<file path="config.mk">
export PLATFORM = sky130hd
export DESIGN_NAME = div_unit
export DESIGN_NICKNAME = d
export VERILOG_FILES = /design/src/rtl/div_unit.sv
export SDC_FILE = /design/constraint.sdc
export NUM_CORES = 1
export LEC_CHECK = 0
export ABC_AREA = 1
export CAP_MARGIN = 20
export CORE_UTILIZATION = 60
export DETAILED_ROUTE_END_ITERATION = 7
export HOLD_SLACK_MARGIN = 0.15
export MAX_ROUTING_LAYER = met4
export PLACE_DENSITY = 0.83
export SYNTH_ARGS = -nofsm -noshare
export SYNTH_HDL_FRONTEND = slang
export SYNTH_SLANG_ARGS = --single-unit
</file>
<file path="constraint.sdc">
create_clock -name clk -period 9.32 [get_ports clk]
set_clock_uncertainty 0.15 [all_clocks]
set_input_delay 0.932 -clock clk [delete_from_list [all_inputs] [get_ports clk]]
set_output_delay 0.932 -clock clk [all_outputs]
set_load 0.05 [all_outputs]
</file>
<file path="src/rtl/div_unit.sv">
// div_unit: iterative 32-cycle restoring divider for MIPS DIV/DIVU, remainder on Hi, quotient on Lo
module div_unit #(
    parameter int WIDTH = 32
) (
    input  logic             clk,
    input  logic             reset,
    input  logic             validIn,
    input  logic             sign,
    input  logic [WIDTH-1:0] SrcA,
    input  logic [WIDTH-1:0] SrcB,
    output logic             validOut,
    output logic             busy,
    output logic [WIDTH-1:0] Hi,
    output logic [WIDTH-1:0] Lo
);
    localparam int CW = $clog2(WIDTH);
    typedef enum logic [1:0] {IDLE, BUSY, DONE} state_t;
    state_t state, state_n;
    logic [WIDTH-1:0] r, q, b_abs, a_orig, r_n, q_n, a_in_abs, b_in_abs;
    logic [WIDTH:0] t;
    logic [CW-1:0] cnt;
    logic neg_q, neg_r, dz, ge, last;
    // One restoring step; the remainder stays below |B| so WIDTH bits hold it, T needs the extra bit
    always_comb begin
        a_in_abs = (sign && SrcA[WIDTH-1]) ? -SrcA : SrcA;
        b_in_abs = (sign && SrcB[WIDTH-1]) ? -SrcB : SrcB;
        t = {r, q[WIDTH-1]};
        ge = t >= {1'b0, b_abs};
        r_n = ge ? t[WIDTH-1:0] - b_abs : t[WIDTH-1:0];
        q_n = {q[WIDTH-2:0], ge};
        last = cnt == CW'(WIDTH - 1);
        state_n = state == IDLE ? (validIn ? BUSY : IDLE) :
                  state == BUSY ? (last ? DONE : BUSY) : IDLE;
    end
    // State, operand capture, iteration and result registers; outputs are registered from the next state
    always_ff @(posedge clk) begin
        if (reset) begin
            state <= IDLE;
            validOut <= 1'b0;
            busy <= 1'b0;
            Hi <= '0;
            Lo <= '0;
            r <= '0;
            q <= '0;
            b_abs <= '0;
            a_orig <= '0;
            cnt <= '0;
            neg_q <= 1'b0;
            neg_r <= 1'b0;
            dz <= 1'b0;
        end else begin
            state <= state_n;
            validOut <= state_n == DONE;
            busy <= state_n != IDLE;
            if (state == IDLE && validIn) begin
                a_orig <= SrcA;
                neg_q <= sign & (SrcA[WIDTH-1] ^ SrcB[WIDTH-1]);
                neg_r <= sign & SrcA[WIDTH-1];
                b_abs <= b_in_abs;
                dz <= SrcB == '0;
                r <= '0;
                q <= a_in_abs;
                cnt <= '0;
            end
            if (state == BUSY) begin
                r <= r_n;
                q <= q_n;
                cnt <= cnt + 1'b1;
                if (last) begin
                    Lo <= dz ? '1 : (neg_q ? -q_n : q_n);
                    Hi <= dz ? a_orig : (neg_r ? -r_n : r_n);
                end
            end
        end
    end
endmodule

</file>
[Word-level counts from Yosys, hierarchy flattened]
Index checks and enable logic that the tools add are counted.
W data, S select, Z words.
Word-level totals
  register bits: 204
  input bits: 68
Operators by class
  add/sub/neg operators: 6
  order comparisons: 1
  equal/unequal tests: 3
  muxes and demuxes: 17
  bitwise gates (word level): 3
  reductions and logical operators: 8
Operator list (number)
  $mux W32: 11
  $neg A32 Y32: 4
  $ge A33 B32 Y1: 1
  $logic_not A32 Y1: 1
  $sub A32 B32 Y32: 1
  $mux W5: 2
  $mux W2: 3
  $add A5 B1 Y5 const B: 1
  $eq A5 B5 Y1 const B: 1
  $reduce_bool A2 Y1: 2
  $logic_and A1 B1 Y1: 3
  $and A1 B1 Y1: 2
  $eq A2 B1 Y1 const B: 1
  $eq A2 B2 Y1 const B: 1
  $logic_not A2 Y1: 1
  $reduce_and A2 Y1: 1
  $mux W1: 1
  $xor A1 B1 Y1: 1

[Logic depth before layout (Yosys ltp)]
Gate-level depths: netlist of the first run.
  depth in word-level cells: 5
  depth in mapped cells: 29
  gate-level depth less buffers: 27

[Least setup slack after synthesis of the first run]
Ideal clock, no wire load.
  path kind: register -> register
  start: register b_abs[7]
  end: register Lo[30]
  setup time: 0.117 ns
  data arrival time: 3.412 ns
  required time: 9.053 ns
  setup slack: 5.641 ns
  stages on the path, launching flop included: 29
  path through: dfxtp_1 > inv_1 > ha_1 > nand2_2 > inv_2 > nand2_1 > nand2_1 > inv_2 > nand3_2 > nand2_2 > nand2_2 > nand2_4 > nand2_8 > inv_2 > buf_6 > ha_1 > inv_1 > nor3_1 > nand3_1 > nor3_1 > nand3_1 > nand2_1 > o21ai_0 > a21oi_1 > o21ai_0 > nor2_1 > xor2_1 > o221ai_1 > inv_1
Between the ends
  word-level cells in the longest chain between the ends: 4
Ends and longest elaborated chain
  from (decl): line 19  | logic [WIDTH-1:0] r, q, b_abs, a_orig, r_n, q_n, a_in_abs, b_in_abs;
  from (signal assigned): line 59  | b_abs <= b_in_abs;
  $ge A33 B32 Y1: line 28  | ge = t >= {1'b0, b_abs};
  $neg A32 Y32: line 70  | Lo <= dz ? '1 : (neg_q ? -q_n : q_n);
  $mux W32 (2 in a row): line 70
  to (signal assigned): line 70
  to (decl): line 14  | output logic [WIDTH-1:0] Lo
Every way passes these cells.
A chain may end at the register's enable or synchronous reset.

[Worst setup path in the final report of the first run]
Ends and elaborated chain as after synthesis.

==> results.yml, run 1 <==
yosys:
  netlist_area_sq_mm: 0.01383
  synth_area_per_cell_sq_um: 6.243
  ys_seq_area_frac: 0.2953
  synth_seq_cells: 204
  synth_cell_types: 49
  synth_edf_count: 0
  ys_async_sr_fraction: 0
  synth_area_leaders: "dfxtp_1 (30%), nand2_1 (16%), inv_1 (8.5%)"
  synth_ff_type: "dfxtp_1"
  synth_nets: 2322
  synth_top_area_share: 0.2953
  yosysWarningCount: 0
  synthCells: 2215
  yosys.area.top_type: "dfxtp_1"
power:
  p_switching_mw: 1.664
  p_clk_frac: 0.285
  ir_drop_mv: 0.1666
  p_int_mw: 2.154
  total_power_mw: 3.818
  seqPwrFrac: 0.253
  power_density_mw_per_mm2: 236.7
  power_leakage_nw: 7.584
  p_comb_frac: 0.462
  swShare: 0.4359
final_layout:
  syn_to_final_growth_pct: 16.65
  multiInputGateArea_sq_mm: 0.008109
  regArea_sq_mm: 0.004084
  nets: 2398
  layout-drive-gt1-share: 0.06153
  fillerInstances: 1989
critical_path:
  crit_required_ns: 9.62
  critPathKind: "register to register"
  r2r-start: "b_abs[7]$_SDFFE_PP0P_"
  slowest_delay_ns: 0.57
  critPathArrivalTime_ns: 5.69
  cp_num_buf_inv: 4
  rrSetupSlack_ns: 3.93
  crit_path_top_delay_cell: "nor2_4"
  critPathCaptureType: "register"
  rr_endpoint: "Lo[30]$_SDFFE_PP0P_"
  cp_top_family: "simple AND/OR/NAND/NOR gates"
  cp-start-kind: "register"
  cp_max_fo: 45
  reg2regPathDepth: 25
timing:
  hold_viol: 0
  setup_viol: 0
  slew_violations: 0
  tns_ns: 0
  fin_crit_ns: 5.388
  tightest_slew_ns: 1.117
  fin_crit_sh: 0.5781
  rsz0062_at_grt: "no"
  slew_headroom: 0.2547
  fmax_mhz: 185.6
cts:
  cts_tree: "built"
  clk_latency_ns: 0.53
  post_cts_buffers: 0
  clock_sinks: 204
  htree_levels: 1
  cts_hold_buf: 0
  cts_buffer_depth: 3
  ctsResizeCount: 0
  cts_made_buffers: 24
  root_buffer: "clkbuf_16"
  clkTransAtPathRegs_ns: 0.06
route:
  ant_nets: 0
  drc: 0
  dr.pass1.iters: 5
  drtIter0Drc: 1740
  drt_wl_total_microns: 46290
  routed_via_density: 5.793
  num_vias: 15057
  wl_per_cell_microns: 17.81
placement:
  dp_hpwl_microns: 34100
  gp_congestion: 1.094
  numPortBuffers: 133
die:
  dieWidth_microns: 153.8
  core_area_sq_mm: 0.02264
  die_height_microns: 153.8
  ios: 134
  die-area_sq_mm: 0.02366
  rows: 55
  start_util: 0.6108
hold_path:
  min_from: "a_orig[12]$_SDFFE_PP0P_"
  hold_end: "a_orig[12]$_SDFFE_PP0P_"
  hold_path.class: "register to register"
  min_path_cells: 2
job:
  maxCapViolCount: 0
grt:
  grt_antenna_before_repair: 6
  grt_pass1_wl_microns: 72270
  grt_max_degree: 94
  grt_overflow: 0
  grt_pass1_vias: 13492
  grt_usage: 0.3980
outcome:
  outcome: "completed"
==> worst max path at each step <==
stage	slack (ns)	cells past startpoint	startpoint	to
4_1_cts	4.06	25	b_abs[17]$_SDFFE_PP0P_	Lo[30]$_SDFFE_PP0P_
5_1_grt	3.56	25	b_abs[5]$_SDFFE_PP0P_	Lo[30]$_SDFFE_PP0P_
3_3_place_gp	4.33	25	b_abs[8]$_SDFFE_PP0P_	Lo[30]$_SDFFE_PP0P_
3_5_place_dp	4.12	25	b_abs[8]$_SDFFE_PP0P_	Lo[30]$_SDFFE_PP0P_
2_1_floorplan	5.64	28	b_abs[7]$_SDFFE_PP0P_	Lo[30]$_SDFFE_PP0P_
6_report	3.93	25	b_abs[7]$_SDFFE_PP0P_	Lo[30]$_SDFFE_PP0P_
==> routing by layer <==
| layer | track usage | wire length (microns) | vias to the layer above |
|---|---|---|---|
| met5 | - | 0 | - |
| met4 | 0.1486 | 1675 | 0 |
| met3 | 0.07215 | 5069 | 106 |
| met2 | 0.5810 | 19630 | 815 |
| met1 | 0.5455 | 19920 | 6857 |
| li1 | - | - | 7279 |
==> power groups by stage <==
stage	combinational [mW]	sequential (mW)	clock (mW)
global placement	1.69	0.981	0
CTS	1.71	0.965	1.09
floorplan	1.29	0.971	0
detailed placement	1.70	0.983	0
global route	1.93	0.971	1.13
finish	1.76	0.967	1.09
==> tightest hold or removal path, stage by stage (launching register included) <==
cell	delay [ns]
dfxtp_1	0.30
inv_1	0.06
a21oi_1	0.05
==> stage by stage <==
stage	setup slack [ns]	cell area [sq um]	util	hold slack, ns	cells
global route	3.558	16130	0.7125	0.3189	2599
global placement	4.328	15190	0.6710	0.2875	2550
detailed placement	4.121	15190	0.6710	0.2945	2550
CTS	4.064	16120	0.7118	0.3037	2593
floorplan	5.641	13830	-	0.2734	2215
finish	3.932	16130	0.7125	0.3021	2599
==> area by class of cell <==
type / count / area share
multi-input combinational: 1588 / 0.5027
tap: 285 / 0.02211
antenna: 6 / 0.0009308
timing repair buffer: 143 / 0.08703
clock buffer: 31 / 0.04390
clock inverter: 12 / 0.01334
sequential: 204 / 0.2532
inverter: 330 / 0.07679
==> synth_stat cells, drive strengths merged, types with 12 or more instances <==
master    n
a21oi   190
a22oi    13
buf      26
clkbuf   67
dfxtp   204
ha       38
inv     327
nand2   602
nand3   120
nand4    28
nor2    230
nor3     33
o211ai   12
o21ai   139
o221ai   35
xnor2    24
xor2     59
==> cells by family after synthesis <==
family                     count (synthesis)  share of synthesized area
and+or+nand+nor                         1033                     0.3169
AOI/OAI and AO/OA                        433                     0.1801
buffers and inverters                    423                     0.1193
DFF                                      204                     0.2953
xor gates and xnor gates                  83                    0.05257
adders and majority gates                 39                    0.03583
==> placed cells by master (no fill, tap or decap), types with 12 or more instances in the layout <==
cell type,count
nand3_1,116
o21ai_0,121
o21ai_1,15
nor3_1,31
nor2_2,14
ha_1,38
nor2_1,211
a22oi_1,13
clkdlybuf4s50_1,132
xor2_1,59
o221ai_1,35
inv_2,17
o211ai_1,12
clkbuf_16,25
nand2_2,27
dfxtp_1,204
nand4_1,27
inv_1,311
nand2_1,573
a21oi_1,185
xnor2_1,24
==> sequential cells by signal, summed over array words and instances (netlist names), 2 cells and up <==
name    count
b_abs      32
cnt         5
state       2
Lo         32
r          32
q          32
a_orig     32
Hi         32
Note: power is estimated with default switching activity, not from simulation.
==> run 2, diff against run 1 <==
--- a/config.mk
+++ b/config.mk
@@ -7,11 +7,11 @@
 export LEC_CHECK = 0
 export ABC_AREA = 1
 export CAP_MARGIN = 20
-export CORE_UTILIZATION = 60
+export CORE_UTILIZATION = 59
 export DETAILED_ROUTE_END_ITERATION = 7
 export HOLD_SLACK_MARGIN = 0.15
 export MAX_ROUTING_LAYER = met4
-export PLACE_DENSITY = 0.83
+export PLACE_DENSITY = 0.82
 export SYNTH_ARGS = -nofsm -noshare
 export SYNTH_HDL_FRONTEND = slang
 export SYNTH_SLANG_ARGS = --single-unit
==> constraint.sdc (replaced) <==
create_clock -name clk -period 5.17 [get_ports clk]
set_clock_uncertainty 0.15 [all_clocks]
set_input_delay 0.517 -clock clk [delete_from_list [all_inputs] [get_ports clk]]
set_output_delay 0.517 -clock clk [all_outputs]
set_load 0.05 [all_outputs]
==> run 2 against run 1 <==
Critical path depth is 1 lower. First-iteration DRC count is 3.3% lower. Worst setup slack worse by 3.5 ns. Non-clock buffer count is 7 higher. Clock-buffer cell count stayed put. Die area is 1.7% higher. Critical path type unchanged. Largest cell class unchanged. Largest power group unchanged.
==> results.yml, run 2 (synthesis results as in run 1) <==
outcome:
  outcome: "completed"
placement:
  dp_hpwl_microns: 35500
  gp_congestion: 1.111
  numPortBuffers: 133
timing:
  fmax_mhz: 212.7
  tightest_slew_ns: 0.9720
  slew_violations: 0
  fin_crit_sh: 0.9092
  slew_headroom: 0.3505
  hold_slack_ns: 0.2497
  tns_ns: 0
  setup_viol: 0
  rsz0062_at_grt: "no"
  fin_crit_ns: 4.700
  hold_viol: 0
route:
  wl_per_cell_microns: 18.34
  routed_via_density: 5.826
  num_vias: 15317
  ant_nets: 0
  drtIter0Drc: 1683
  dr.pass1.iters: 6
  drc: 0
  drt_wl_total_microns: 48210
die:
  core_area_sq_mm: 0.02278
  rows: 55
  die_height_microns: 155.1
  die-area_sq_mm: 0.02405
  dieWidth_microns: 155.1
  start_util: 0.6071
  ios: 134
critical_path:
  worst_path_most_repeated_cell: "nand2_1"
  r2r-start: "r[25]$_SDFFE_PP0P_"
  path_cells: "ha_1 > nand2_1 > nand2_1 > nand2_1 > nand2_1 > a21oi_2 > nand2_2 > nor2_4 > nand2_8 > inv_2 > ha_1 > inv_1 > nor3_1 > nand3_1 > nor3_1 > nand3_1 > nand2_1 > o21ai_0 > a21oi_1 > o21ai_0 > nor2_1 > xor2_1 > o221ai_1 > inv_1"
  critPathArrivalTime_ns: 5.02
  crit_path_top_delay_cell: "nor3_1"
  startpoint: "r[25]$_SDFFE_PP0P_"
  cp-start-kind: "register"
  cp_max_fo: 22
  critPathCaptureType: "register"
  slowest_delay_ns: 0.41
  critPathKind: "register to register"
  crit_required_ns: 5.49
hold_path:
  min_from: "reset"
  hold_path.class: "input pin to register"
cts:
  clk_latency_ns: 0.53
  ctsResizeCount: 0
  root_buffer: "clkbuf_16"
  htree_levels: 1
  clkTransAtPathRegs_ns: 0.06
  post_cts_buffers: 0
  clock_sinks: 204
  cts_hold_buf: 0
  cts_tree: "built"
  cts_made_buffers: 23
  cts_buffer_depth: 3
grt:
  grt_max_degree: 90
  grt_pass1_wl_microns: 74640
  grt_antenna_before_repair: 5
  grt_usage: 0.4086
  grt_overflow: 0
  grt_pass1_vias: 13915
final_layout:
  layout-drive-gt1-share: 0.06099
  nets: 2404
  layout_commonest_cell: "nand2_1"
  syn_to_final_growth_pct: 16.19
  final_cell_mix: "nand2_1 (573), inv_1 (311), nor2_1 (211)"
power:
  power_leakage_nw: 7.544
  swShare: 0.4577
  ir_drop_mv: 0.2872
  seqPwrFrac: 0.263
  p_comb_frac: 0.488
  p_int_mw: 3.599
  p_switching_mw: 3.038
  p_clk_frac: 0.249
  power_density_mw_per_mm2: 413.1
job:
  maxCapViolCount: 0
## run 2: changes by cell type in the layout (fill, tap and decap cells not counted), moves of 2 or more
cell / change
clkbuf_8: -3
bufinv_16: -4
clkbuf_16: -2
clkinv_4: +2
clkbuf_1: +5
buf_4: +5
diode_2: -2
## run 2: final timing paths
check                            endpoint  slack, ns  depth (start not counted)
setup / recovery      Lo[30]$_SDFFE_PP0P_       0.47                         24
hold / removal         q[10]$_SDFFE_PP0P_       0.25                          2
setup reg to reg      Lo[30]$_SDFFE_PP0P_       0.47                         24
hold reg to reg   a_orig[26]$_SDFFE_PP0P_       0.31                          2
## run 2: worst max-delay path: cells and delay by family (launching register included)
family | cells | cell delay (ns)
AND/OR/NAND/NOR | 13 | 2.10
AO/OA/AOI/OAI | 5 | 0.87
adder cells (fa/ha/maj) | 2 | 0.60
buffers and inverters | 3 | 0.39
flip-flops | 1 | 0.34
XOR/XNOR | 1 | 0.18
## run 2: through the flow
step                      power [mW]  setup slack (ns)  std cells  instance area (sq um)    util
after floorplan                4.082             1.491       2215                  13830       -
after global placement         4.883            0.8118       2583                  15260  0.6701
after detailed placement       4.899            0.7260       2583                  15260  0.6701
after CTS                      6.536            0.5992       2623                  16010  0.7028
after global routing           7.019            0.1338       2629                  16070  0.7054
final                          6.638            0.4696       2629                  16070  0.7054
## run 2: final cells by class
cell class / instances / area [sq um]
repair buffers: 150 / 1489
well taps: 313 / 391.6
clock buffers: 31 / 635.6
clock inverters: 9 / 108.9
multi-input cells: 1588 / 8109
fillers: 1942 / 6711
diodes: 4 / 10.01
flip-flops and latches: 204 / 4084
inverters: 330 / 1239
## run 2: per-layer routing
metal  up-vias  track usage  wire length [microns]
met2       933       0.6042                  20420
met4         0       0.1622                   1957
met5         -            -                      0
met1      6974       0.5526                  20230
li1       7277            -                      -
met3       133      0.06964                   5600
## run 2: power groups by stage
stage,clock network [mW],registers (mW),logic [mW]
floorplan,0,1.75,2.33
global placement,0,1.77,3.12
global route,1.72,1.75,3.55
detailed placement,0,1.77,3.13
CTS,1.65,1.74,3.15
finish,1.65,1.74,3.24
